[config.mk]
export PLATFORM = sky130hd
export DESIGN_NAME = pc_gen
export DESIGN_NICKNAME = d
export VERILOG_FILES = /design/src/rtl/pc_gen.sv
export SDC_FILE = /design/constraint.sdc
export NUM_CORES = 1
export LEC_CHECK = 0
export BUFFER_PORTS_ARGS = -buffer_cell sky130_fd_sc_hd__buf_2
export CORE_UTILIZATION = 52
export CTS_BUF_LIST = sky130_fd_sc_hd__clkbuf_8
export DETAILED_ROUTE_END_ITERATION = 10
export PLACE_DENSITY = 0.83
export RECOVER_POWER = 25
export SLEW_MARGIN = 15
export SYNTH_ARGS = -nofsm -noshare
export SYNTH_HDL_FRONTEND = slang
export SYNTH_SLANG_ARGS = --single-unit
[constraint.sdc]
create_clock -name clk -period 2.25 [get_ports clk]
set_input_delay 0.5625 -clock clk [delete_from_list [all_inputs] [get_ports clk]]
set_output_delay 0.5625 -clock clk [all_outputs]
set_load 0.01 [all_outputs]
[src/rtl/pc_gen.sv]
// Program counter generator: boot delay, fetch handshake, redirect/trap steering, misalign halt.
// Optional macro PC_COMPRESSED_EN enables 16-bit instructions (2-byte increment and alignment).
module pc_gen #(
  parameter int              XLEN       = 32,
  parameter logic [XLEN-1:0] RESET_ADDR = '0,
  parameter int              BOOT_DELAY = 0
) (
  input  logic            clk,
  input  logic            rst_n,
  input  logic            stall,
  input  logic            redirect_valid,
  input  logic [XLEN-1:0] redirect_pc,
  input  logic            trap_valid,
  input  logic [XLEN-1:0] trap_vec,
  input  logic            is_compressed,
  output logic            req_valid,
  input  logic            req_ready,
  output logic [XLEN-1:0] req_addr,
  output logic [XLEN-1:0] pc,
  output logic            misalign,
  output logic [XLEN-1:0] misalign_addr,
  output logic [31:0]     fetch_cnt,
  output logic [1:0]      state
);

  typedef enum logic [1:0] {
    BOOT = 2'd0,
    RUN  = 2'd1,
    HALT = 2'd2
  } state_t;

  state_t          state_q, state_d;
  logic [3:0]      boot_cnt_q, boot_cnt_d;
  logic [XLEN-1:0] pc_q, pc_d;
  logic [XLEN-1:0] mis_addr_q, mis_addr_d;
  logic            mis_q, mis_d;
  logic [31:0]     fetch_cnt_q, fetch_cnt_d;

  logic            fire;
  logic            bad_target;
  logic [XLEN-1:0] inc;
  logic [XLEN-1:0] trap_target;

  // Handshake: a fetch is accepted in any cycle where req_valid and req_ready are both high;
  // req_valid is a pure function of state (and forced low while rst_n is low), never of req_ready.
  assign req_valid = rst_n && (state_q == RUN);
  assign fire      = req_valid && req_ready;
  assign trap_target = {trap_vec[XLEN-1:2], 2'b00};

`ifdef PC_COMPRESSED_EN
  assign bad_target = redirect_pc[0];
  assign inc        = is_compressed ? XLEN'(2) : XLEN'(4);
`else
  logic unused_is_compressed;
  assign unused_is_compressed = is_compressed;
  assign bad_target = |redirect_pc[1:0];
  assign inc        = XLEN'(4);
`endif

  always_comb begin
    state_d     = state_q;
    boot_cnt_d  = boot_cnt_q;
    pc_d        = pc_q;
    mis_d       = 1'b0;
    mis_addr_d  = mis_addr_q;
    fetch_cnt_d = fire ? fetch_cnt_q + 32'd1 : fetch_cnt_q;
    case (state_q)
      BOOT: begin
        if (boot_cnt_q == 4'd0) state_d = RUN;
        else                    boot_cnt_d = boot_cnt_q - 4'd1;
      end
      RUN: begin
        if (trap_valid) begin
          pc_d = trap_target;
        end else if (redirect_valid) begin
          if (bad_target) begin
            mis_d      = 1'b1;
            mis_addr_d = redirect_pc;
            state_d    = HALT;
          end else begin
            pc_d = redirect_pc;
          end
        end else if (!stall && fire) begin
          pc_d = pc_q + inc;
        end
      end
      HALT: begin
        // Only a trap can restart fetching after a rejected redirect.
        if (trap_valid) begin
          pc_d    = trap_target;
          state_d = RUN;
        end
      end
      default: state_d = BOOT;
    endcase
  end

  always_ff @(posedge clk) begin
    if (!rst_n) begin
      state_q     <= BOOT;
      boot_cnt_q  <= 4'(BOOT_DELAY);
      pc_q        <= RESET_ADDR;
      mis_q       <= 1'b0;
      mis_addr_q  <= '0;
      fetch_cnt_q <= 32'd0;
    end else begin
      state_q     <= state_d;
      boot_cnt_q  <= boot_cnt_d;
      pc_q        <= pc_d;
      mis_q       <= mis_d;
      mis_addr_q  <= mis_addr_d;
      fetch_cnt_q <= fetch_cnt_d;
    end
  end

  assign pc            = pc_q;
  assign req_addr      = pc_q;
  assign misalign      = mis_q;
  assign misalign_addr = mis_addr_q;
  assign fetch_cnt     = fetch_cnt_q;
  assign state         = state_q;

endmodule

# == Word-level counts from Yosys, hierarchy flattened ==
# Cells that the tools add are included.
# classes
n_addsub,3
eq_ne,9
n_mux,13
n_bitwise,5
n_reduce_logical,13
# op_table
operator,count
$mux W32,5
$pmux W32 S2,1
$add A32 B1 Y32 const B,1
$add A32 B3 Y32 const B,1
$mux W2,5
$ne A2 B2 Y1 const B,5
$reduce_and A4 Y1,2
$pmux W2 S3,1
$not A1 Y1,5
$reduce_and A5 Y1,1
$logic_not A4 Y1,1
$ne A4 B3 Y1 const B,1
$ne A4 B4 Y1 const B,1
$reduce_or A4 Y1,1
$sub A4 B1 Y4 const B,1
$logic_and A1 B1 Y1,3
$eq A2 B1 Y1 const B,1
$eq A2 B2 Y1 const B,1
$logic_not A2 Y1,1
$reduce_and A2 Y1,1
$reduce_bool A2 Y1,1
$reduce_or A2 Y1,1
$logic_not A1 Y1,1
$mux W1,1
# totals
regBits,103
in_bits,71
output_inout_bits,132
elab_cells,49

# == Depth between registers and ports, before layout ==
# depth
depth_word,8
mapped_depth,9
mapped_depth_nobuf,7

# == Worst setup path before layout ==
# Ideal clock, no wire load.
# synth_path
path_type,reg-to-reg
startpoint,register pc_q[2] (netlist: pc[2])
endpoint,register pc_q[16] (netlist: pc[16])
setup_time_ns,0.134
arrival_time_ns,1.919
required_time_ns,2.116
slack_ns,0.197
stages_incl_launch_ff,7
n_path_buf,0
synth_period_minus_slack_ns,2.053
path_cell_list,dfxtp_1 ha_1 nand3_4 or4_4 or3_1 o211ai_2 a211oi_1
# synth_between
elab_chain_len,5
# synth_lines
item,line_no,source
"start, declared",34,"logic [XLEN-1:0] pc_q, pc_d;"
"start signal, assigned",109,pc_q <= pc_d;
$add A32 B3 Y32,84,pc_d = pc_q + inc;
$mux W32,83,end else if (!stall && fire) begin
$mux W32,75,end else if (redirect_valid) begin
$mux W32,73,if (trap_valid) begin
$pmux W32 S2,67,case (state_q)
# No other way between the ends. The select of a mux whose other input is x is not followed.
# A chain may end at the register's enable or synchronous reset.

# == Worst setup path after layout ==
# layout_path
startpoint,register state_q[0] (netlist: state[0])
endpoint,register pc_q[20] (netlist: pc[20])
# layout_between
elab_chain_len,6
word_cells_on_any_way,11
cone_classes,eq/ne: 5; mux: 1; reduce/logical: 5
# layout_lines
item,line_no,source
"start, declared",32,"state_t state_q, state_d;"
"start signal, assigned",107,state_q <= state_d;
$eq A2 B1 Y1,"46, 67",
$logic_and A1 B1 Y1,46,assign req_valid = rst_n && (state_q == RUN);
$logic_and A1 B1 Y1,47,assign fire = req_valid && req_ready;
$logic_and A1 B1 Y1,83,
$ne A4 B3 Y1 (no source line),-,
$reduce_and A4 Y1 (no source line),-,
# Several ways; a longest one is shown, not always the timed one.

==> flow_summary.toml <==
[min_path]
min-delay-start = "redirect_pc[12]"
worstHoldPathCells = 3
min_path_type = "input pin to register"

[yosys]
synth-edff-count = 0
ys.flop_type = "dfxtp_1"
synth_cells = 712
ys_seq_elements = 103
synth_async_sr_flop_share_pct = 0
ys_types = 59
syn_avg_cell_area_um2 = 7.80
ys_seq_area_share_pct = 37.1
syn_area_um2 = 5560
ys_warn_count = 0
synth.net_count = 790

[global_routing]
antenna_found_initial = 0
grt_pass1_wl_um = 25400
grt_usage_pct = 28.2
grt_max_degree = 42
grt_pass1_vias = 5110
overflow = 0

[layout]
final_area_um2 = 6670
final_cell_mix = "145 x buf_2, 121 x nand2_1, 103 x dfxtp_1"
final_util_pct = 64.6
num_antenna_cells = 0
mostFrequentLayoutCell = "buf_2"
finalNonFillerCells = 1015
final_nets = 952
area_delta_synth_final_pct = 20.1
drive_gt1_share_pct = 23.5

[drt]
drtIter0Drc = 327
firstDrtPassIters = 4
viasPerCell = 5.65
via_count = 5737
antenna_left = 0
drt_wl_total_um = 15800
post_drt_wl_per_cell_um = 15.6
drc_errors = 0

[timing]
tns_ns = 0
hold_ws_ns = 0.419
hold_viol = 0
rsz0062_at_grt = "no"
fin_ws_ns = 0.189
fmax_mhz = 485
drv_slew = 0
tightest_slew_ns = 0.825
period_share_pct = 91.6
layout_min_cycle_time_ns = 2.06
setup_viol = 0
skew_ns = 0.0293
slew_headroom_pct = 45.0

[worst_setup_path]
reg2reg_depth = 5
crit_required_ns = 2.49
critPathLaunch = "state[0]$_SDFFE_PN0P_"
path_max_fanout = 21
end_kind = "register"
r2r-start = "state[0]$_SDFFE_PN0P_"
cp.arrival_ns = 2.30
critPathKind = "register to register"
crit_path_start_kind = "register"

[run]
maxCapViolCount = 0

[power_and_ir_drop]
leakage_nw = 2.70
p_per_area_nw_per_um2 = 898
finalPower_mw = 5.99
irDropWorstVdd_mv = 0.409

[cts]
h-tree-depth = 3
clk_latency_ns = 0.39
clkSlewWorstSetupHoldPaths_ns = 0.12
cts.sinks = 103
cts_buffers = 9
ctsLongestPathBuffers = 2
cts-root-buf = "clkbuf_8"
cts_tree = "built"
holdBufCountCts = 0

[floorplan]
core_um2 = 10300
die_area_um2 = 11100
die_h_um = 105
rows = 37
pin_count = 203
start_util_pct = 53.8
die_x_um = 105

[placement]
numPortBuffers = 199
globalplace.congestion = 0.853
post-place-ws_ns = 0.173
placedCellCount = 999
dp_hpwl_um = 11300
dpl_cell_area_um2 = 6550

[status]
outcome = "complete, no violations"
-- layout make-up --
cell class              instances  area [um2]
fillers                       966        3650
multi-input cells             518        3000
flip-flops and latches        103        2060
repair buffers                226        1170
well taps                     136         170
clock buffers                   9         124
clock inverters                 7        81.3
inverters                      16        60.1
-- power breakdown --
group          leakage, nW  internal, mW  switching, mW
clock                0.104         0.450          0.778
combinational         1.76         0.985           1.29
sequential           0.836          2.09          0.400
-- flip-flops by register name, indices dropped and copies added, names as in the netlist --
signal / count
boot_cnt_q: 4
state: 2
pc: 32
misalign_addr: 32
fetch_cnt: 32
misalign: 1
-- cell families after synthesis --
family / synth area share (%)
fa+ha+maj: 1.58
simple gates: 26.1
mux: 1.80
compound gates: 18.3
flops: 37.1
buf+inv: 8.96
xor+xnor: 6.15
-- worst paths after layout --
path                            slack, ns                             end
worst min-delay path                 0.42  misalign_addr[12]$_SDFFE_PN0P_
worst max-delay path                 0.19             pc[20]$_SDFFE_PN0P_
worst max register to register       0.19             pc[20]$_SDFFE_PN0P_
worst min register to register       0.46  misalign_addr[15]$_SDFFE_PN0P_
-- synthesized netlist by cell type (3+ instances only) --
library cell | n | area (um2)
a211o_1 | 3 | 26.3
a211oi_1 | 3 | 22.5
a21o_1 | 3 | 22.5
a21oi_1 | 79 | 395
a221o_1 | 3 | 30.0
a221oi_1 | 3 | 26.3
a311oi_1 | 3 | 26.3
a31o_2 | 4 | 35.0
a31oi_1 | 3 | 18.8
and2_1 | 8 | 50.1
and3_1 | 8 | 50.1
and4_1 | 11 | 96.3
buf_2 | 3 | 15.0
buf_4 | 36 | 270
clkbuf_1 | 31 | 116
dfxtp_1 | 103 | 2060
ha_1 | 7 | 87.6
inv_1 | 16 | 60.1
mux2i_1 | 10 | 100
nand2_1 | 121 | 454
nand3_1 | 25 | 125
nand4_1 | 21 | 131
nand4_2 | 3 | 37.5
nor2_1 | 53 | 199
nor3_1 | 13 | 65.1
nor4_1 | 11 | 68.8
o211ai_1 | 6 | 45.0
o21a_1 | 3 | 22.5
o21ai_0 | 35 | 175
o22ai_1 | 5 | 31.3
o31a_1 | 4 | 35.0
or3_1 | 5 | 31.3
xnor2_1 | 28 | 245
xor2_1 | 11 | 96.3
-- worst max-delay path, stage by stage (launching register included) --
cell and delay (ns):
dfxtp_1 0.42, inv_1 0.09, ha_1 0.26, or2_2 0.49, a2111oi_0 0.59, a211oi_1 0.10
-- repair_timing --
action	4_1_cts	5_1_grt
setup buffers	0	0
gates resized for setup	0	1
endpoints found under the setup margin	0	1
endpoints found under the hold margin	0	0
-- routing by layer --
metal	routed length (um)	global-route usage, %	up-vias
met5	0	0	-
met4	243	7.65	0
met3	1290	4.95	23
met2	7520	47.5	280
met1	6750	37.1	2628
li1	-	-	2806
(Power assumes the default switching activity.)
